**src/rtl/vc_iter_divider.sv**
```systemverilog
// rtl/vc_iter_divider.sv - multi-cycle restoring divider, one quotient bit per cycle
// Operands are reduced to magnitudes at accept; signs are reapplied when the result is registered.
module vc_iter_divider #(
  parameter int W = 32
) (
  input  logic         clk,
  input  logic         reset,
  input  logic         in_val,
  output logic         in_rdy,
  input  logic [W-1:0] in_dividend,
  input  logic [W-1:0] in_divisor,
  input  logic         in_signed,
  output logic         out_val,
  input  logic         out_rdy,
  output logic [W-1:0] out_quot,
  output logic [W-1:0] out_rem,
  output logic         out_divzero
);

  localparam int CW = (W > 1) ? $clog2(W) : 1;
  localparam logic [CW-1:0] LAST = CW'(W - 1);

  typedef enum logic [1:0] {
    IDLE = 2'd0,
    CALC = 2'd1,
    DONE = 2'd2
  } state_t;

  state_t        state;
  logic [W-1:0]  p;
  logic [W-1:0]  q;
  logic [W-1:0]  dmag;
  logic [W-1:0]  dividend_r;
  logic          qneg;
  logic          rneg;
  logic          dz;
  logic          fin;
  logic [CW-1:0] cnt;

  logic          dd_neg;
  logic          dv_neg;
  logic [W-1:0]  dd_mag;
  logic [W-1:0]  dv_mag;
  logic [W:0]    t;
  logic          ge;
  logic [W-1:0]  diff;
  logic [W-1:0]  quot_fin;
  logic [W-1:0]  rem_fin;

  always_comb begin
    dd_neg   = in_signed & in_dividend[W-1];
    dv_neg   = in_signed & in_divisor[W-1];
    dd_mag   = dd_neg ? (~in_dividend + 1'b1) : in_dividend;
    dv_mag   = dv_neg ? (~in_divisor + 1'b1) : in_divisor;
    t        = {p, q[W-1]};
    ge       = (t >= {1'b0, dmag});
    // The true difference always fits in W bits, so the low W bits suffice.
    diff     = t[W-1:0] - dmag;
    quot_fin = qneg ? (~q + 1'b1) : q;
    rem_fin  = rneg ? (~p + 1'b1) : p;
  end

  always_ff @(posedge clk or posedge reset) begin
    if (reset) begin
      state       <= IDLE;
      in_rdy      <= 1'b1;
      out_val     <= 1'b0;
      out_quot    <= '0;
      out_rem     <= '0;
      out_divzero <= 1'b0;
      p           <= '0;
      q           <= '0;
      dmag        <= '0;
      dividend_r  <= '0;
      qneg        <= 1'b0;
      rneg        <= 1'b0;
      dz          <= 1'b0;
      fin         <= 1'b0;
      cnt         <= '0;
    end else begin
      case (state)
        IDLE: begin
          if (in_val) begin
            p          <= '0;
            q          <= dd_mag;
            dmag       <= dv_mag;
            dividend_r <= in_dividend;
            qneg       <= dd_neg ^ dv_neg;
            rneg       <= dd_neg;
            dz         <= (in_divisor == '0);
            fin        <= 1'b0;
            cnt        <= '0;
            in_rdy     <= 1'b0;
            state      <= CALC;
          end
        end
        CALC: begin
          // After the W-th iteration one more cycle registers the signed/divzero result.
          if (fin) begin
            out_quot    <= dz ? '1 : quot_fin;
            out_rem     <= dz ? dividend_r : rem_fin;
            out_divzero <= dz;
            out_val     <= 1'b1;
            state       <= DONE;
          end else begin
            p   <= ge ? diff : t[W-1:0];
            q   <= {q[W-2:0], ge};
            cnt <= cnt + 1'b1;
            if (cnt == LAST) fin <= 1'b1;
          end
        end
        DONE: begin
          if (out_rdy) begin
            out_val <= 1'b0;
            in_rdy  <= 1'b1;
            state   <= IDLE;
          end
        end
        default: begin
          out_val <= 1'b0;
          in_rdy  <= 1'b1;
          state   <= IDLE;
        end
      endcase
    end
  end

endmodule
```
**config.mk**
```make
export PLATFORM = sky130hd
export DESIGN_NAME = vc_iter_divider
export DESIGN_NICKNAME = d
export VERILOG_FILES = /design/src/rtl/vc_iter_divider.sv
export SDC_FILE = /design/constraint.sdc
export NUM_CORES = 1
export LEC_CHECK = 0
export ABC_AREA = 1
export BUFFER_PORTS_ARGS = -buffer_cell sky130_fd_sc_hd__buf_2
export CAP_MARGIN = 25
export CORE_MARGIN = 2
export CORE_UTILIZATION = 40
export CTS_BUF_LIST = sky130_fd_sc_hd__clkbuf_16
export DETAILED_ROUTE_END_ITERATION = 8
export SYNTH_ARGS = -nofsm -noshare
export SYNTH_HDL_FRONTEND = slang
export SYNTH_SLANG_ARGS = --single-unit
export TNS_END_PERCENT = 1
```
**constraint.sdc**
```tcl
create_clock -name clk -period 13.2 [get_ports clk]
set_clock_uncertainty 0.1 [all_clocks]
set_input_delay 0.66 -clock clk [delete_from_list [all_inputs] [get_ports clk]]
set_output_delay 0.66 -clock clk [all_outputs]
set_load 0.01 [all_outputs]
```
==> summary.md, run 1 <==
| Metric | Value |
|---|---|
| Synth Area in Adders | 0.03443 |
| XOR/XNOR share of the synthesized area | 0.03043 |
| Relative slew slack | 0.3266 |
| Total CTS buffers | 25 |
| Vias/cell | 5.314 |
| Max clock buf depth | 3 |
| Final Power | about 4.4 mW |
| TritonCTS clock tree | done |
| R2r setup slk | 9.43 ns |
| Post-synthesis sequential area ratio | 0.3583 |
| Largest family of logic cells by synthesized area | simple AND/OR/NAND/NOR gates |
| Initial DRC Count | roughly 1,300 |
| Share of cells above drive strength 1 | 0.09155 |
| Fin. Hold Viols | 0 |
| Gr usage total | 0.2548 |
| Critical Path Source Type | flop |
| Crit Path Class | flop to flop |
| Post-synth EDFFs | 0 |
| PD cells | 268.4 nW/µm² |
| Pleak | 8.335 nW |
| Hold Slack | between 0.1 and 0.15 ns |
| Die W | between 150 and 200 µm |
| Max Cap Viol | 0 |
| CTS hold repair buffers | 0 |
| Final slew viol count | 0 |
| DRC Markers | 0 |
| Top cells by area, synth | dfrtp_1 36%, nand2_1 17%, inv_1 8.1% |
| RSZ-0062 raised after global routing | false |
| Buffers on Ports | around 140 |
| RR Startpoint | state[1]$_DFFE_PP0P_ |
| Syn avg cell area | 6.650 µm² |
| Tcrit/Tclk final | 0.2853 |
| Final Setup Violations | 0 |
| H-tree depth | 1 |
| Post-cts repair resize count | 0 |
| Total grt overflow | 0 |
| Yosys warns | 0 |
| Max FO, Critical Path | 37 |
| Drt wl/cell | 17.68 µm |
| Synthesized area | between 10,000 and 15,000 µm² |
| Drt total wl | 48,550 µm |
| HP Class | primary input to async pin |
| Initial Util | 0.4056 |
| Detailed Place HPWL | about 37,000 µm |
| CP required | 13.52 ns |
| Async S/R FF share, synth | 1.000 |
| CP Launch Point | state[1]$_DFFE_PP0P_ |
| Worst ir drop on vdd | 0.1621 mV |
| Clk sinks | 206 |
| RD Place Congestion | 0.9507 |
| Syn nets | roughly 2,300 |
| Root Driver | clkbuf_16 |
| Synth cell types | 54 |
| CTS clk-pin slew, worst paths | 0.06 ns |
| Simple-gate share of the synthesized area | 0.3303 |
| Setup TNS | 0 ns |
| Count leader, synth | nand2_1 |
| F_max | 0.2655 GHz |
| Top post-synthesis cells by count | 635 x nand2_1, 312 x inv_1, 205 x dfrtp_1, 201 x nand3_1, 187 x nor2_1 |
| Initial antenna violation count | 0 |
| Die footprint | 37,510 µm² |
| Fin nets | between 2,000 and 2,500 |
| Yosys top cell by area | dfrtp_1 |
| Worst-margin pin slew | 1.010 ns |
| Vias in the first global route | 13,530 |
| Mux cell area share after synthesis | 0.0006956 |
| DRT antenna net count | 0 |
| Ports | 136 |
| WP data arrival | 4.09 ns |
| CP endpoint kind | flop |
| Area Growth Syn to Fin | 12.64% |
| Final Core Density | 0.4568 |
| Post-CTS Repair Setup Buffers | 0 |
| Status | finished clean |
| Final min period | 3.767 ns |
| Via count | 14,590 |
| Largest net degree at the start of global routing | 105 |
| Die span in y | between 150 and 200 µm |
| Core Area | roughly 35,000 µm² |
| Pre-antenna DRT Iters | 6 |
| First-pass GRT wire length | about 76,000 µm |
| Synthesis-stage register bit count | 206 |
| Row Count | 69 |
| Cells after Synth | between 2,000 and 2,500 |
| Post-synth top flop | dfrtp_1 |
| Clock Latency Late Sink | 0.55 ns |
| Compound-gate portion of the synthesized area | 0.1400 |
| Yosys top cell area share | 0.3565 |
## layout make-up
class | instances | area (µm²)
Fill cell | 3747 | 19270
Multi-Input combinational cell | 1567 | 7714
Sequential cell | 206 | 5156
Inverter | 319 | 1210
Timing Repair Buffer | 145 | 770.7
Clock buffer | 25 | 625.6
Tap cell | 461 | 576.8
Clock inverter | 21 | 151.4
Antenna cell | 2 | 5.005
## metal layers
layer	wire length (µm)	vias to the layer above	GRT usage
met5	0	-	0
met4	1136	0	0.05994
met3	2852	66	0.02540
met2	21100	488	0.3857
met1	23460	6855	0.3898
li1	-	7182	-
## worst paths after layout
check	to	cells past startpoint
hold reg to reg	in_rdy$_DFFE_PP1P_	2
setup / recovery	cnt[3]$_DFFE_PP0P_	9
min in group clk	state[1]$_DFFE_PP0P_	2
max in group asynchronous	dividend_r[20]$_DFFE_PP0P_	3
setup reg to reg	cnt[3]$_DFFE_PP0P_	9
hold / removal	dmag[24]$_DFFE_PP0P_	2
## through the flow
step / worst slack, ns / area, µm² / cells
after floorplan: 6.818 / 14390 / 2164
after global placement: 9.507 / 15400 / 2697
after detailed placement: 9.489 / 15430 / 2698
after CTS: 9.485 / 16200 / 2744
after global routing: 9.078 / 16200 / 2744
final: 9.433 / 16210 / 2746
## report_power, final
part / internal (mW) / switching (mW)
Combinational: 0.819 / 1.67
Clock: 0.382 / 0.287
Sequential: 0.924 / 0.269
Total: 2.13 / 2.23
## cells by family after synthesis
group,Yosys count
adder cells (fa/ha/maj),39
buffers and inverters,391
AO/OA/AOI/OAI,354
flip-flops,206
XOR/XNOR,50
multiplexers,1
AND/OR/NAND/NOR,1123
## registers in the layout, indices dropped and copies added, names as in the netlist, 2 cells and up
signal and cells:
cnt 5, dividend_r 32, dmag 32, out_quot 32, out_rem 32, p 32, q 32, state 2
## cells in the final DEF, fill, tap and decap left out, drive strengths merged, types with 4 or more instances in the layout
cell type	synthesis	layout
a21oi	89	89
a22oi	26	26
buf	34	145
clkbuf	38	25
clkinv	2	9
dfrtp	205	205
ha	38	38
inv	317	326
nand2	638	638
nand3	202	202
nand3b	15	15
nand4	21	21
nor2	195	195
nor3	36	36
nor4	4	4
o211ai	22	22
o21a	5	5
o21ai	176	176
o22a	6	6
o22ai	8	8
o32a	4	4
or2	8	8
xnor2	15	15
xor2	35	35
## worst max-delay path, cell delays in order, from the launching register on
cell,delay (ns)
dfrtp_1,0.42
nor2_4,0.76
inv_4,0.37
nor2_8,0.54
nor2_4,0.04
inv_1,0.63
buf_4,0.38
nand4_1,0.13
o21ai_0,0.17
a21oi_1,0.06
(Power assumes the default switching activity.)
==> run 2: changes to the inputs <==
==> constraint.sdc (replaced) <==
create_clock -name clk -period 3.5 [get_ports clk]
set_clock_uncertainty 0.1 [all_clocks]
set_input_delay 0.175 -clock clk [delete_from_list [all_inputs] [get_ports clk]]
set_output_delay 0.175 -clock clk [all_outputs]
set_load 0.01 [all_outputs]
==> summary.md, run 2 (same netlist as run 1, synthesis figures left out) <==
| Metric | Value |
|---|---|
| Ports | 136 |
| HP Class | primary input to async pin |
| CP most frequent cell | dlygate4sd3_1 |
| Critical-path top delay cell | dlygate4sd3_1 |
| Commonest non-fill, non-tap cell in the layout | nand2_1 |
| Most frequent cells in the layout | 634 x nand2_1, 316 x inv_1, 205 x dfrtp_1 |
| F_max | 0.3190 GHz |
| RSZ-0062 raised after global routing | false |
| CP required | 3.89 ns |
| Post-cts repair resize count | 0 |
| Final Power | 17.01 mW |
| Post-route setup slack | about 0.37 ns |
| Pleak | 8.713 nW |
| Total CTS buffers | 26 |
| Hold Slack | about 0.028 ns |
| Die footprint | 37,510 µm² |
| Drt total wl | between 50,000 and 60,000 µm |
| Max FO, Critical Path | 6 |
| Pre-antenna DRT Iters | 6 |
| Root Driver | clkbuf_16 |
| Die span in y | 193.7 µm |
| Largest net degree at the start of global routing | about 120 |
| CTS hold repair buffers | 72 |
| H-tree depth | 1 |
| Gr usage total | 0.2818 |
| Row Count | 69 |
| Buffers on Ports | roughly 140 |
| Area post-placement | 15,520 µm² |
| Vias in the first global route | between 10,000 and 15,000 |
| Clk sinks | approximately 210 |
| Post-CTS Repair Setup Buffers | 0 |
| Worst ir drop on vdd | 1.070 mV |
| Initial Util | 0.4056 |
| Placement Setup Slack | 0.8494 ns |
| Critical Path Source Type | primary input |
| RD Place Congestion | roughly 0.93 |
| Max Cap Viol | 0 |
| Clock Latency Late Sink | 0.56 ns |
| Max clock buf depth | 3 |
| Core Area | 35,480 µm² |
| Total grt overflow | 0 |
| Final slew viol count | 0 |
| Fin nets | 2,457 |
| Final Core Density | 0.4813 |
| Setup TNS | 0 ns |
| Relative slew slack | 0.3480 |
| PD cells | around 1000 nW/µm² |
| Final min period | approximately 3.1 ns |
| Initial antenna violation count | 2 |
| Via count | 15,040 |
| ANT cells | 0 |
| First-pass GRT wire length | 83,150 µm |
| Crit Path Class | primary input to flop |
| Die W | 193.7 µm |
| Share of cells above drive strength 1 | 0.09463 |
| Area Growth Syn to Fin | 18.68% |
| Vias/cell | between 5 and 6 |
| Status | finished clean |
| Detailed Place HPWL | 40,590 µm |
| Critical Path Max Stage Delay | 0.57 ns |
| Worst-margin pin slew | around 0.98 ns |
| DRC Markers | 0 |
| Tcrit/Tclk final | 0.8956 |
| Placed cell count | 2,710 |
| Final Setup Violations | 0 |
| Final cell count without fillers | roughly 2,800 |
| CTS clk-pin slew, worst paths | 0.06 ns |
| Fin. Hold Viols | 0 |
| Drt wl/cell | 18.81 µm |
| Worst path cell trace | dlygate4sd3_1, buf_2, inv_1, ha_1, nand4_1, inv_1, nand3_1, nor2_1, nand2_1, nand2_1, nand3_1, dlygate4sd3_1, o221ai_1, dlygate4sd3_1 |
| Initial DRC Count | 1,139 |
| CP endpoint kind | flop |
| Final non-filler cell area | 17,080 µm² |
| CP top delay family | buffers and inverters |
| TritonCTS clock tree | done |
| WP data arrival | 3.53 ns |
| WP buf/inv | 6 |
| DRT antenna net count | 0 |
run 2: changes by cell type in the layout (fill, tap and decap cells not counted), sizes merged:
cell	change
bufinv	+1
inv	-4
dlygate4sd3	+72
buf	+12
diode	-2
clkbuf	+1
clkinv	+2
run 2: cell type report:
type	instances	area, µm²
Clock buffer	26	650.6
Clock inverter	20	187.7
Fill cell	3715	18410
Inverter	319	1206
Multi-Input combinational cell	1567	7714
Sequential cell	206	5156
Tap cell	461	576.8
Timing Repair Buffer	229	1587
run 2: worst min-delay path: cells and delay by family:
| kind | cells | cell delay [ns] |
|---|---|---|
| buffers and inverters | 3 | 0.90 |
run 2: where the power goes:
| part | internal, mW | switching (mW) |
|---|---|---|
| Combinational | 3.24 | 6.66 |
| Clock | 1.57 | 1.13 |
| Sequential | 3.49 | 0.920 |
| Total | 8.30 | 8.71 |
run 2: path summary, 6_finish.rpt:
kind | depth (start not counted) | startpoint | slack, ns | endpoint
min in group clk | 5 | in_divisor[23] | 0.09 | dz$_DFFE_PP0P_
setup / recovery | 14 | in_divisor[0] | 0.37 | dmag[28]$_DFFE_PP0P_
hold / removal | 3 | reset | 0.03 | cnt[4]$_DFFE_PP0P_
hold reg to reg | 2 | in_rdy$_DFFE_PP1P_ | 0.36 | in_rdy$_DFFE_PP1P_
max in group asynchronous | 4 | reset | 2.28 | out_quot[22]$_DFFE_PP0P_
setup reg to reg | 12 | p[19]$_DFFE_PP0P_ | 0.84 | p[4]$_DFFE_PP0P_
run 2: per-layer routing:
metal / wire (µm) / vias up / global-route usage
met5: 13 / - / 0
met4: 1628 / 2 / 0.08312
met3: 3820 / 86 / 0.04644
met2: 23720 / 511 / 0.4470
met1: 24010 / 7094 / 0.3959
li1: - / 7345 / -
==> run 3: changes to the inputs <==
--- a/config.mk
+++ b/config.mk
@@ -9,7 +9,7 @@
 export BUFFER_PORTS_ARGS = -buffer_cell sky130_fd_sc_hd__buf_2
 export CAP_MARGIN = 25
 export CORE_MARGIN = 2
-export CORE_UTILIZATION = 40
+export CORE_UTILIZATION = 31
 export CTS_BUF_LIST = sky130_fd_sc_hd__clkbuf_16
 export DETAILED_ROUTE_END_ITERATION = 8
 export SYNTH_ARGS = -nofsm -noshare
==> summary.md, run 3 (same netlist as run 1, synthesis figures left out) <==
| Metric | Value |
|---|---|
| CTS hold repair buffers | 69 |
| Via count | about 15,000 |
| Initial Util | 0.3157 |
| Grt peak-use layer | met2 |
| WP buf/inv | 4 |
| Detailed Place HPWL | 40,040 µm |
| Fillcell total | 4,809 |
| DRC Markers | 0 |
| Crit Path Class | primary input to flop |
| Placed cell count | 2,850 |
| Worst hold path depth | 5 |
| Gr usage total | 0.2196 |
| Final slew viol count | 0 |
| Drt total wl | 52,560 µm |
| CP endpoint kind | flop |
| Post-cts repair resize count | 0 |
| Total CTS buffers | 27 |
| Placement Setup Slack | 0.8285 ns |
| Multi-input gate area | 7719 µm² |
| Commonest non-fill, non-tap cell in the layout | nand2_1 |
| Post-CTS Repair Setup Buffers | 0 |
| Fin. Hold Viols | 0 |
| RR Startpoint | p[15]$_DFFE_PP0P_ |
| Critical path depth in cells | 13 |
| TritonCTS clock tree | done |
| RD Place Congestion | ~0.95 |
| Initial antenna violation count | 1 |
| Worst path cell trace | dlygate4sd3_1, buf_2, nor2_1, nand2_1, nor2_1, nand3_1, nor2_1, nand2_1, nor3_1, dlygate4sd3_1, nor2_1, dlygate4sd3_1, o21ai_0 |
| Area post-placement | approximately 16,000 µm² |
| Final cell count without fillers | 2,967 |
| R2r endpoint | p[2]$_DFFE_PP0P_ |
| Initial DRC Count | 1,298 |
| Fin nets | 2,456 |
| First-pass GRT wire length | 82,600 µm |
| Max clock buf depth | 3 |
| Critical Path Source Type | primary input |
| CP top delay family | buffers and inverters |
| Final Core Density | 0.3776 |
| Final Power | 16.78 mW |
| Die span in y | roughly 220 µm |
| Ports | 136 |
| Clk sinks | roughly 200 |
| Relative slew slack | 0.4212 |
| WP data arrival | ~3.4 ns |
| Status | finished clean |
| HP Class | primary input to flop |
| Drt wl/cell | 17.71 µm |
| Met2 GRT Util | 0.3580 |
| Clock Latency Late Sink | 0.57 ns |
| Post-route setup slack | 0.4742 ns |
| Hold_sp | in_divisor[2] |
| CTS clk-pin slew, worst paths | 0.06 ns |
| Critical Path Max Stage Delay | ~0.59 ns |
| Max FO, Critical Path | 5 |
| CP Launch Point | in_divisor[6] |
| CP most frequent cell | nor2_1 |
| RSZ-0062 raised after global routing | false |
| Pleak | just under 9 nW |
| Pre-antenna DRT Iters | 5 |
| Reg area | about 5200 µm² |
| Vias in the first global route | 14,620 |
| Critical-path top delay cell | dlygate4sd3_1 |
| Share of cells above drive strength 1 | 0.09594 |
| Root Driver | clkbuf_16 |
| Final min period | 3.026 ns |
| GR Layer Usage met1 | 0.3087 |
| CP required | 3.88 ns |
| R2R depth | 12 |
| Largest net degree at the start of global routing | 129 |
| Die footprint | 48,160 µm² |
| Hold Slack | 0.01579 ns |
| Worst-margin pin slew | 0.8672 ns |
| F_max | 0.3305 GHz |
| Die W | 219.5 µm |
| Row Count | 78 |
| Tcrit/Tclk final | 0.8645 |
| Area Growth Syn to Fin | 19.58% |
| PD cells | ~980 nW/µm² |
| Met3 track demand over resource | 0.02208 |
| Most frequent cells in the layout | 634 x nand2_1, 317 x inv_1, 205 x dfrtp_1 |
| R2r setup slk | 0.78 ns |
| Core Area | roughly 46,000 µm² |
| Max Cap Viol | 0 |
| Final non-filler cell area | ~17,000 µm² |
| Vias/cell | approximately 5.1 |
| DRT antenna net count | 0 |
| Setup TNS | 0 ns |
| H-tree depth | 1 |
| Worst ir drop on vdd | 0.6566 mV |
| Final Setup Violations | 0 |
| Worst Hold End | dmag[2]$_DFFE_PP0P_ |
| Buffers on Ports | 135 |
| Total grt overflow | 0 |
[run 3: final cells by class]
type,count,share of cell area
Antenna cell,1,0.0001454
Clock buffer,27,0.03926
Clock inverter,20,0.008507
Inverter,319,0.07009
Multi-Input combinational cell,1567,0.4486
Sequential cell,206,0.2996
Tap cell,600,0.04363
Timing Repair Buffer,227,0.09016
[run 3: worst max path at each step]
stage                                end  slack, ns
floorplan             cnt[0]$_DFFE_PP0P_       0.55
global placement       p[13]$_DFFE_PP0P_       0.80
detailed placement      p[2]$_DFFE_PP0P_       0.83
CTS                 dmag[31]$_DFFE_PP0P_       0.55
global route        dmag[31]$_DFFE_PP0P_       0.28
finish              dmag[31]$_DFFE_PP0P_       0.47
[run 3: worst register-to-register path: stages, from the launching register on]
cell and delay, ns:
dfrtp_1 0.49, ha_1 0.41, nand2_1 0.14, nor2_1 0.32, nand2_1 0.10, nand2_1 0.17
inv_1 0.08, nand2_1 0.10, nand2_2 0.10, nand2_4 0.31, nand2_1 0.10, nand3_1 0.07
o21ai_0 0.09
[run 3: metal layers]
layer | vias up | share of wire
met3 | 81 | 0.052
met4 | 0 | 0.025
li1 | 7351 | -
met5 | - | 0
met2 | 445 | 0.46
met1 | 7180 | 0.46
[run 3: report_power, final]
group | internal (mW) | total, mW | leakage, nW | switching, mW
clock | 1.48 | 2.65 | 0.424 | 1.17
sequential | 3.49 | 4.42 | 2.54 | 0.934
combinational | 3.21 | 9.71 | 5.75 | 6.49
total | 8.18 | 16.8 | 8.71 | 8.60
